[config.mk]
export PLATFORM = sky130hd
export DESIGN_NAME = digit_serial_adder
export DESIGN_NICKNAME = d
export VERILOG_FILES = /design/src/rtl/digit_serial_adder.sv
export SDC_FILE = /design/constraint.sdc
export NUM_CORES = 1
export LEC_CHECK = 0
export CORE_MARGIN = 3
export CORE_UTILIZATION = 52
export DETAILED_ROUTE_END_ITERATION = 7
export PLACE_DENSITY = 0.84
export SLEW_MARGIN = 20
export SYNTH_ARGS = -nofsm -noshare
export SYNTH_HDL_FRONTEND = slang
export SYNTH_SLANG_ARGS = --single-unit
export TNS_END_PERCENT = 1
[constraint.sdc]
create_clock -name clk -period 3.31 [get_ports clk]
set_input_delay 0.662 -clock clk [delete_from_list [all_inputs] [get_ports clk]]
set_output_delay 0.662 -clock clk [all_outputs]
set_load 0.005 [all_outputs]
[src/rtl/digit_serial_adder.sv]
`timescale 1ns/1ps
// digit_serial_adder
// Multi-cycle adder: a + b + cin over WIDTH bits, DIGIT bits per clock.
// One DIGIT-wide ripple slice is reused every cycle and the inter-digit carry
// is held in a register. start is honoured only in IDLE. done pulses for one
// cycle when sum/cout/ovf load; those outputs then hold until the next
// completion or reset.
module digit_serial_adder #(
  parameter int WIDTH = 16,
  parameter int DIGIT = 4
) (
  input  logic             clk,
  input  logic             rst,
  input  logic             start,
  input  logic [WIDTH-1:0] a,
  input  logic [WIDTH-1:0] b,
  input  logic             cin,
  output logic             busy,
  output logic             done,
  output logic [WIDTH-1:0] sum,
  output logic             cout,
  output logic             ovf
);

  localparam int NDIG = WIDTH / DIGIT;
  localparam int CW   = (NDIG > 1) ? $clog2(NDIG) : 1;

  typedef enum logic [0:0] {
    IDLE = 1'b0,
    RUN  = 1'b1
  } state_t;

  // Ripple-adds one digit. Packs {carry into digit MSB, carry out, digit sum}.
  // The carry into the MSB is needed for the signed-overflow flag.
  function automatic logic [DIGIT+1:0] add_digit(
    input logic [DIGIT-1:0] x,
    input logic [DIGIT-1:0] y,
    input logic             c
  );
    logic [DIGIT-1:0] s;
    logic             cr;
    logic             cm;
    s  = '0;
    cr = c;
    cm = c;
    for (int i = 0; i < DIGIT; i++) begin
      cm   = cr;
      s[i] = x[i] ^ y[i] ^ cr;
      cr   = (x[i] & y[i]) | (x[i] & cr) | (y[i] & cr);
    end
    return {cm, cr, s};
  endfunction

  state_t           state_r;
  state_t           state_nx_s;
  logic [WIDTH-1:0] a_sh_r;
  logic [WIDTH-1:0] b_sh_r;
  logic [WIDTH-1:0] sum_sh_r;
  logic             carry_r;
  logic [CW-1:0]    cnt_r;
  logic             busy_r;
  logic             done_r;
  logic [WIDTH-1:0] sum_r;
  logic             cout_r;
  logic             ovf_r;

  logic             load_s;
  logic             step_s;
  logic             finish_s;
  logic [DIGIT+1:0] dig_s;
  logic [WIDTH-1:0] sum_nx_s;

  // Digit slice on the low digit of the operand shift registers; the new
  // digit enters the top of the sum shift register.
  always_comb begin
    dig_s    = add_digit(a_sh_r[DIGIT-1:0], b_sh_r[DIGIT-1:0], carry_r);
    sum_nx_s = WIDTH'({dig_s[DIGIT-1:0], sum_sh_r} >> DIGIT);
  end

  // Next-state and control decode for the IDLE/RUN sequencer.
  always_comb begin
    state_nx_s = state_r;
    load_s     = 1'b0;
    step_s     = 1'b0;
    finish_s   = 1'b0;
    case (state_r)
      IDLE: begin
        if (start) begin
          load_s     = 1'b1;
          state_nx_s = RUN;
        end else begin
          state_nx_s = IDLE;
        end
      end
      RUN: begin
        step_s = 1'b1;
        if (cnt_r == CW'(NDIG - 1)) begin
          finish_s   = 1'b1;
          state_nx_s = IDLE;
        end else begin
          state_nx_s = RUN;
        end
      end
      default: begin
        state_nx_s = IDLE;
      end
    endcase
  end

  // State register; reset aborts any operation in progress.
  always_ff @(posedge clk) begin
    if (rst) begin
      state_r <= IDLE;
    end else begin
      state_r <= state_nx_s;
    end
  end

  // Operand capture, per-digit shifting and result/flag loading.
  always_ff @(posedge clk) begin
    if (rst) begin
      a_sh_r   <= '0;
      b_sh_r   <= '0;
      sum_sh_r <= '0;
      carry_r  <= 1'b0;
      cnt_r    <= '0;
      busy_r   <= 1'b0;
      done_r   <= 1'b0;
      sum_r    <= '0;
      cout_r   <= 1'b0;
      ovf_r    <= 1'b0;
    end else begin
      busy_r <= (state_nx_s == RUN);
      done_r <= finish_s;
      if (load_s) begin
        a_sh_r   <= a;
        b_sh_r   <= b;
        carry_r  <= cin;
        cnt_r    <= '0;
        sum_sh_r <= '0;
      end else if (step_s) begin
        a_sh_r   <= a_sh_r >> DIGIT;
        b_sh_r   <= b_sh_r >> DIGIT;
        carry_r  <= dig_s[DIGIT];
        cnt_r    <= cnt_r + CW'(1);
        sum_sh_r <= sum_nx_s;
      end
      if (finish_s) begin
        sum_r  <= sum_nx_s;
        cout_r <= dig_s[DIGIT];
        ovf_r  <= dig_s[DIGIT] ^ dig_s[DIGIT+1];
      end
    end
  end

  assign busy = busy_r;
  assign done = done_r;
  assign sum  = sum_r;
  assign cout = cout_r;
  assign ovf  = ovf_r;

endmodule

; ---- Word-level counts from Yosys, hierarchy flattened
; Cells that the tools add are included.
[word_totals]
output_inout_bits = 20
in_bits = 36
ff_bits = 71
[classes]
reduce_logical = 2
n_bitwise = 30
add_sub_neg = 1
n_eq_ne = 1
muxes = 13
[ops]
columns = op, count
row1 = two-way mux 16 bit, 4
row2 = AND 1 bit, 12
row3 = bitwise XOR 1 bit, 9
row4 = two-way mux 1 bit, 8
row5 = bitwise OR 1 bit, 8
row6 = adder 2 x 1 -> 2 bit (second input constant), 1
row7 = == test 2 bit (second input constant), 1
row8 = case mux 1 bit (2 select lines), 1
row9 = nonzero test 2 bit, 1
row10 = OR reduction 2 bit, 1
row11 = NOT 1 bit, 1

; ---- Logic depth before layout (Yosys ltp)
[depth]
ltp_word = 14
depth_mapped = 9
ltp_nobuf = 9

; ---- Least setup slack after synthesis
; Ideal clock, no wire load.
[synth_timing]
path_type = register -> register
startpoint = reg a_sh_r[0]
endpoint = reg sum_sh_r[15]
synth_period_minus_slack_ns = 2.114
arrival_time_ns = 2.044
path_buffers = 0
setup_slack_ns = 1.196
stages_incl_launch_ff = 10
setup_time_ns = 0.070
path_cell_list = dfxtp_1 -> inv_1 -> fa_1 -> inv_1 -> fa_1 -> fa_1 -> inv_1 -> fa_1 -> nand2b_1 -> a21oi_1
[synth_via]
elab_chain_cells = 10
[synth_rtl]
columns = item, line
row1 = start: declaration, 56  ; logic [WIDTH-1:0] a_sh_r;
row2 = start signal: assignment, 142  ; a_sh_r <= a_sh_r >> DIGIT;
row3 = AND 1 bit, 49  ; cr = (x[i] & y[i]) | (x[i] & cr) | (y[i] & cr);
row4 = bitwise OR 1 bit * (2 in series), 49
row5 = AND 1 bit, 49
row6 = bitwise OR 1 bit, 49
row7 = bitwise OR 1 bit *, 49
row8 = AND 1 bit, 49
row9 = bitwise OR 1 bit, 49
row10 = bitwise OR 1 bit *, 49
row11 = bitwise XOR 1 bit *, 48  ; s[i] = x[i] ^ y[i] ^ cr;
row12 = end signal: assignment, 146  ; sum_sh_r <= sum_nx_s;
row13 = end: declaration, 58  ; logic [WIDTH-1:0] sum_sh_r;
; Mark *: on every way between the ends. The rest lies on a longest branch, timed or not.
; A chain may end at the register's enable or synchronous reset.

; ---- Final worst setup path
[layout_timing]
startpoint = reg b_sh_r[0]
endpoint = reg sum_sh_r[15]
[layout_via]
elab_chain_cells = 10
[layout_rtl]
columns = item, line
row1 = start: declaration, 57  ; logic [WIDTH-1:0] b_sh_r;
row2 = start signal: assignment, 143  ; b_sh_r <= b_sh_r >> DIGIT;
row3 = AND 1 bit, 49
row4 = bitwise OR 1 bit, 49
row5 = bitwise OR 1 bit *, 49
row6 = AND 1 bit, 49
row7 = bitwise OR 1 bit, 49
row8 = bitwise OR 1 bit *, 49
row9 = AND 1 bit, 49
row10 = bitwise OR 1 bit, 49
row11 = bitwise OR 1 bit *, 49
row12 = bitwise XOR 1 bit *, 48
; Marked as above.

==> results_tabular.tex <==
\begin{tabular}{lr}
\hline
Metric & Value \\
\hline
\multicolumn{2}{l}{\textbf{Run status}} \\
Run status & finished, final reports clean \\
\multicolumn{2}{l}{\textbf{Setup path}} \\
Required time reported for the critical path endpoint & 3.58 ns \\
Launch point of the critical path & b\_sh\_r[0] \\
CP Launch Type & flop \\
Sort of element at the end of the critical path & flop \\
CP max FO & 2 \\
Worst r2r src & b\_sh\_r[0] \\
Worst Path Class, Setup & reg2reg \\
Number of cells on the worst reg-to-reg path & 9 \\
Signal arrival time at the worst endpoint & 2.53 ns \\
\multicolumn{2}{l}{\textbf{Worst hold path}} \\
Hold WC Path Type & reg2reg \\
Number of cells traversed by the worst hold path & 2 \\
Startpoint of the most critical hold path & sum\_sh\_r[15] \\
\multicolumn{2}{l}{\textbf{Placement}} \\
Weighted congestion at the end of routability-driven global placement & 0.789 \\
Final HPWL DP & 3960 um \\
Count of port buffers added during placement & 55 \\
Placed cell count & 402 \\
Area after detailed placement & 3470 um2 \\
\multicolumn{2}{l}{\textbf{Routing}} \\
Wire length reported by the detailed router & 6060 um \\
DR iter-0 viols & 141 \\
Vias per cell & 5.35 \\
Count of vias placed by the detailed router & 2237 \\
Wirelength per Cell & 14.5 um \\
First-pass iteration count of the detailed router & 4 \\
Post-route ant nets & 0 \\
Number of design rule violations left after detail routing & 0 \\
\multicolumn{2}{l}{\textbf{Die}} \\
Floorplan die width & 81.5 um \\
Core outline area & 5300 um2 \\
Row count & 26 \\
Die area & 6640 um2 \\
Starting density of the core & 55.9\% \\
Boundary Pins & 56 \\
Die span in y & 81.5 um \\
\multicolumn{2}{l}{\textbf{GRT}} \\
Global-route wire length before repair & 10200 um \\
Congestion Overflow GR & 0 \\
Global routing met3 resource utilization & 5.59\% \\
Largest net degree at the start of global routing & 55 \\
Highest-utilization routing layer at the global route stage & met2 \\
Via count of the first global-routing pass & 2187 \\
GR Util met1 & 25.3\% \\
Number of antenna violations at the first check in global routing & 0 \\
Met2 usage & 32.1\% \\
Global-route usage over all layers & 20.2\% \\
\multicolumn{2}{l}{\textbf{CTS}} \\
Reg clk slew, reported paths & 0.07 ns \\
CTS Root Cell & sky130\_fd\_sc\_hd\_\_clkbuf\_8 \\
Cts bufs inserted & 9 \\
Count of clock tree sinks & 67 \\
Total of hold buffers inserted after clock tree synthesis & 0 \\
Max Root-Sink Buffers & 2 \\
Skew-Pair Late Insertion Delay & 0.34 ns \\
Post-cts repair resize count & 0 \\
Buffer count from post-CTS setup fixing & 0 \\
Clock tree from TritonCTS & done \\
H-tree levels & 3 \\
\multicolumn{2}{l}{\textbf{STA}} \\
Period Utilization, post-route & 68.4\% \\
Clock skew after layout & 0.00733 ns \\
Total of endpoints with negative setup slack in the final report & 0 \\
Pins Over Slew Limit & 0 \\
Post-route minimum period & 2.26 ns \\
Setup\_tns & 0 ns \\
Max\_slew headroom & 48.8\% \\
Unrepaired setup endpoints after global routing & false \\
Final hold viol count & 0 \\
Worst slew pin tran & 0.769 ns \\
Maximum clock frequency & 442 MHz \\
\multicolumn{2}{l}{\textbf{Yosys}} \\
Dominant combinational cell family by area after synthesis & compound AO/OA/AOI/OAI gates \\
Parity-gate share of the synthesized area counting xor and xnor cells & 0.296\% \\
Post-synthesis sequential area ratio & 45.3\% \\
Area share of fa/ha/maj cells after synthesis & 3.13\% \\
Proportion of synthesized area in mux cells & 11.1\% \\
Post-Synthesis Mean Instance Area & 9.91 um2 \\
Count of unique library cells instantiated by Yosys & 26 \\
Synthesized flop and latch total & 67 \\
Number of instances in the synthesized netlist & 299 \\
Syn nets & 340 \\
Complex-gate fraction of the synthesized area & 17.6\% \\
Synthesis Warnings & 0 \\
Fraction of the mapped netlist area in simple logic gates & 15.9\% \\
Summed instance area of the synthesized netlist & 2960 um2 \\
\multicolumn{2}{l}{\textbf{Final layout}} \\
Share of layout cells above drive strength 1 & 11.2\% \\
Non-filler cells, final & 418 \\
\# diodes & 0 \\
Nets@finish & 384 \\
Final instance area & 3670 um2 \\
Area growth from synthesis to layout & 23.8\% \\
\multicolumn{2}{l}{\textbf{Power and ir drop}} \\
Pwr Density & 480 nW/um2 \\
Leakage power total & 1.41 nW \\
Largest vdd supply drop & 0.253 mV \\
\multicolumn{2}{l}{\textbf{Run}} \\
Max-cap violations & 0 \\
\hline
\end{tabular}
==> Yosys cell counts (all sizes together) <==
master	n	area [um2]
inv	9	33.8
clkbuf	11	41.3
nand2b	6	37.5
mux2i	33	330
dfxtp	67	1340
nor2	8	30.0
a211oi	27	203
fa	4	80.1
and2	1	6.26
buf	17	121
xor2	1	8.76
or2	1	6.26
nand3b	1	7.51
a21bo	14	140
nand2	11	41.3
ha	1	12.5
a21o	1	7.51
or3b	14	123
o22ai	1	6.26
a21oi	33	165
nor2b	24	150
nand3	14	70.1
==> final timing paths <==
path / slack, ns / to
worst max-delay path: 1.05 / sum_sh_r[15]
worst min-delay path: 0.48 / sum_sh_r[11]
worst max register to register: 1.05 / sum_sh_r[15]
worst min register to register: 0.48 / sum_sh_r[11]
==> worst max-delay path, cell delays in order (launching register included) <==
cell,delay [ns]
sky130_fd_sc_hd__dfxtp_1,0.31
sky130_fd_sc_hd__inv_1,0.08
sky130_fd_sc_hd__fa_1,0.18
sky130_fd_sc_hd__inv_1,0.05
sky130_fd_sc_hd__fa_1,0.38
sky130_fd_sc_hd__fa_1,0.41
sky130_fd_sc_hd__inv_1,0.09
sky130_fd_sc_hd__fa_1,0.41
sky130_fd_sc_hd__nand2b_1,0.15
sky130_fd_sc_hd__a21oi_1,0.12
==> layer usage <==
layer	up-vias	wire length (um)
li1	1132	-
met1	1045	2750
met2	50	2920
met3	10	279
met4	0	113
met5	-	0
==> cells in the final DEF, fill, tap and decap left out, types with 2 or more instances in the layout <==
cell type and instances:
sky130_fd_sc_hd__nand2b_1 6, sky130_fd_sc_hd__nand2_1 11, sky130_fd_sc_hd__a211oi_1 27, sky130_fd_sc_hd__clkinv_2 3
sky130_fd_sc_hd__buf_2 2, sky130_fd_sc_hd__a21oi_1 33, sky130_fd_sc_hd__nor2b_1 24, sky130_fd_sc_hd__clkdlybuf4s50_1 53
sky130_fd_sc_hd__fa_1 4, sky130_fd_sc_hd__mux2i_1 33, sky130_fd_sc_hd__a21bo_2 14, sky130_fd_sc_hd__dfxtp_1 66
sky130_fd_sc_hd__or3b_1 14, sky130_fd_sc_hd__nand3_1 14, sky130_fd_sc_hd__buf_4 6, sky130_fd_sc_hd__nor2_1 8
sky130_fd_sc_hd__inv_1 8, sky130_fd_sc_hd__clkbuf_8 10
==> layout make-up <==
class / instances / area (um2)
tap: 70 / 87.6
fill: 401 / 1630
clock inverter: 5 / 52.6
multi-input combinational: 195 / 1430
inverter: 9 / 33.8
clock buffer: 11 / 141
sequential: 67 / 1340
timing repair buffer: 61 / 586
==> cells by family (layout without fill, tap and decap cells) <==
group	Yosys count	in the layout
simple gates	80	80
compound gates	76	76
fa+ha+maj	5	5
mux	33	33
buf+inv	37	86
flops	67	67
xor+xnor	1	1
==> report_power, final <==
part           total [mW]  internal (mW)  switching, mW
Sequential          0.874          0.848         0.0256
Combinational       0.218          0.109          0.109
Clock               0.671          0.365          0.306
Total                1.76           1.32          0.441
==> per-stage QoR <==
step	util, %	hold slack, ns	worst slack, ns	total power [mW]
after floorplan	-	0.440	1.20	1.04
after global placement	65.5	0.463	1.13	1.10
after detailed placement	65.5	0.470	1.09	1.11
after CTS	69.2	0.483	1.05	1.78
after global routing	69.2	0.502	0.947	1.83
final	69.2	0.476	1.05	1.76
==> sequential cells by signal (all words and copies together), names as in the netlist <==
name / count
b_sh_r: 16
cout: 1
ovf: 1
a_sh_r: 16
carry_r: 1
cnt_r: 2
sum: 16
sum_sh_r: 12
busy: 1
done: 1
No activity file was read; power rests on OpenSTA's default activity.
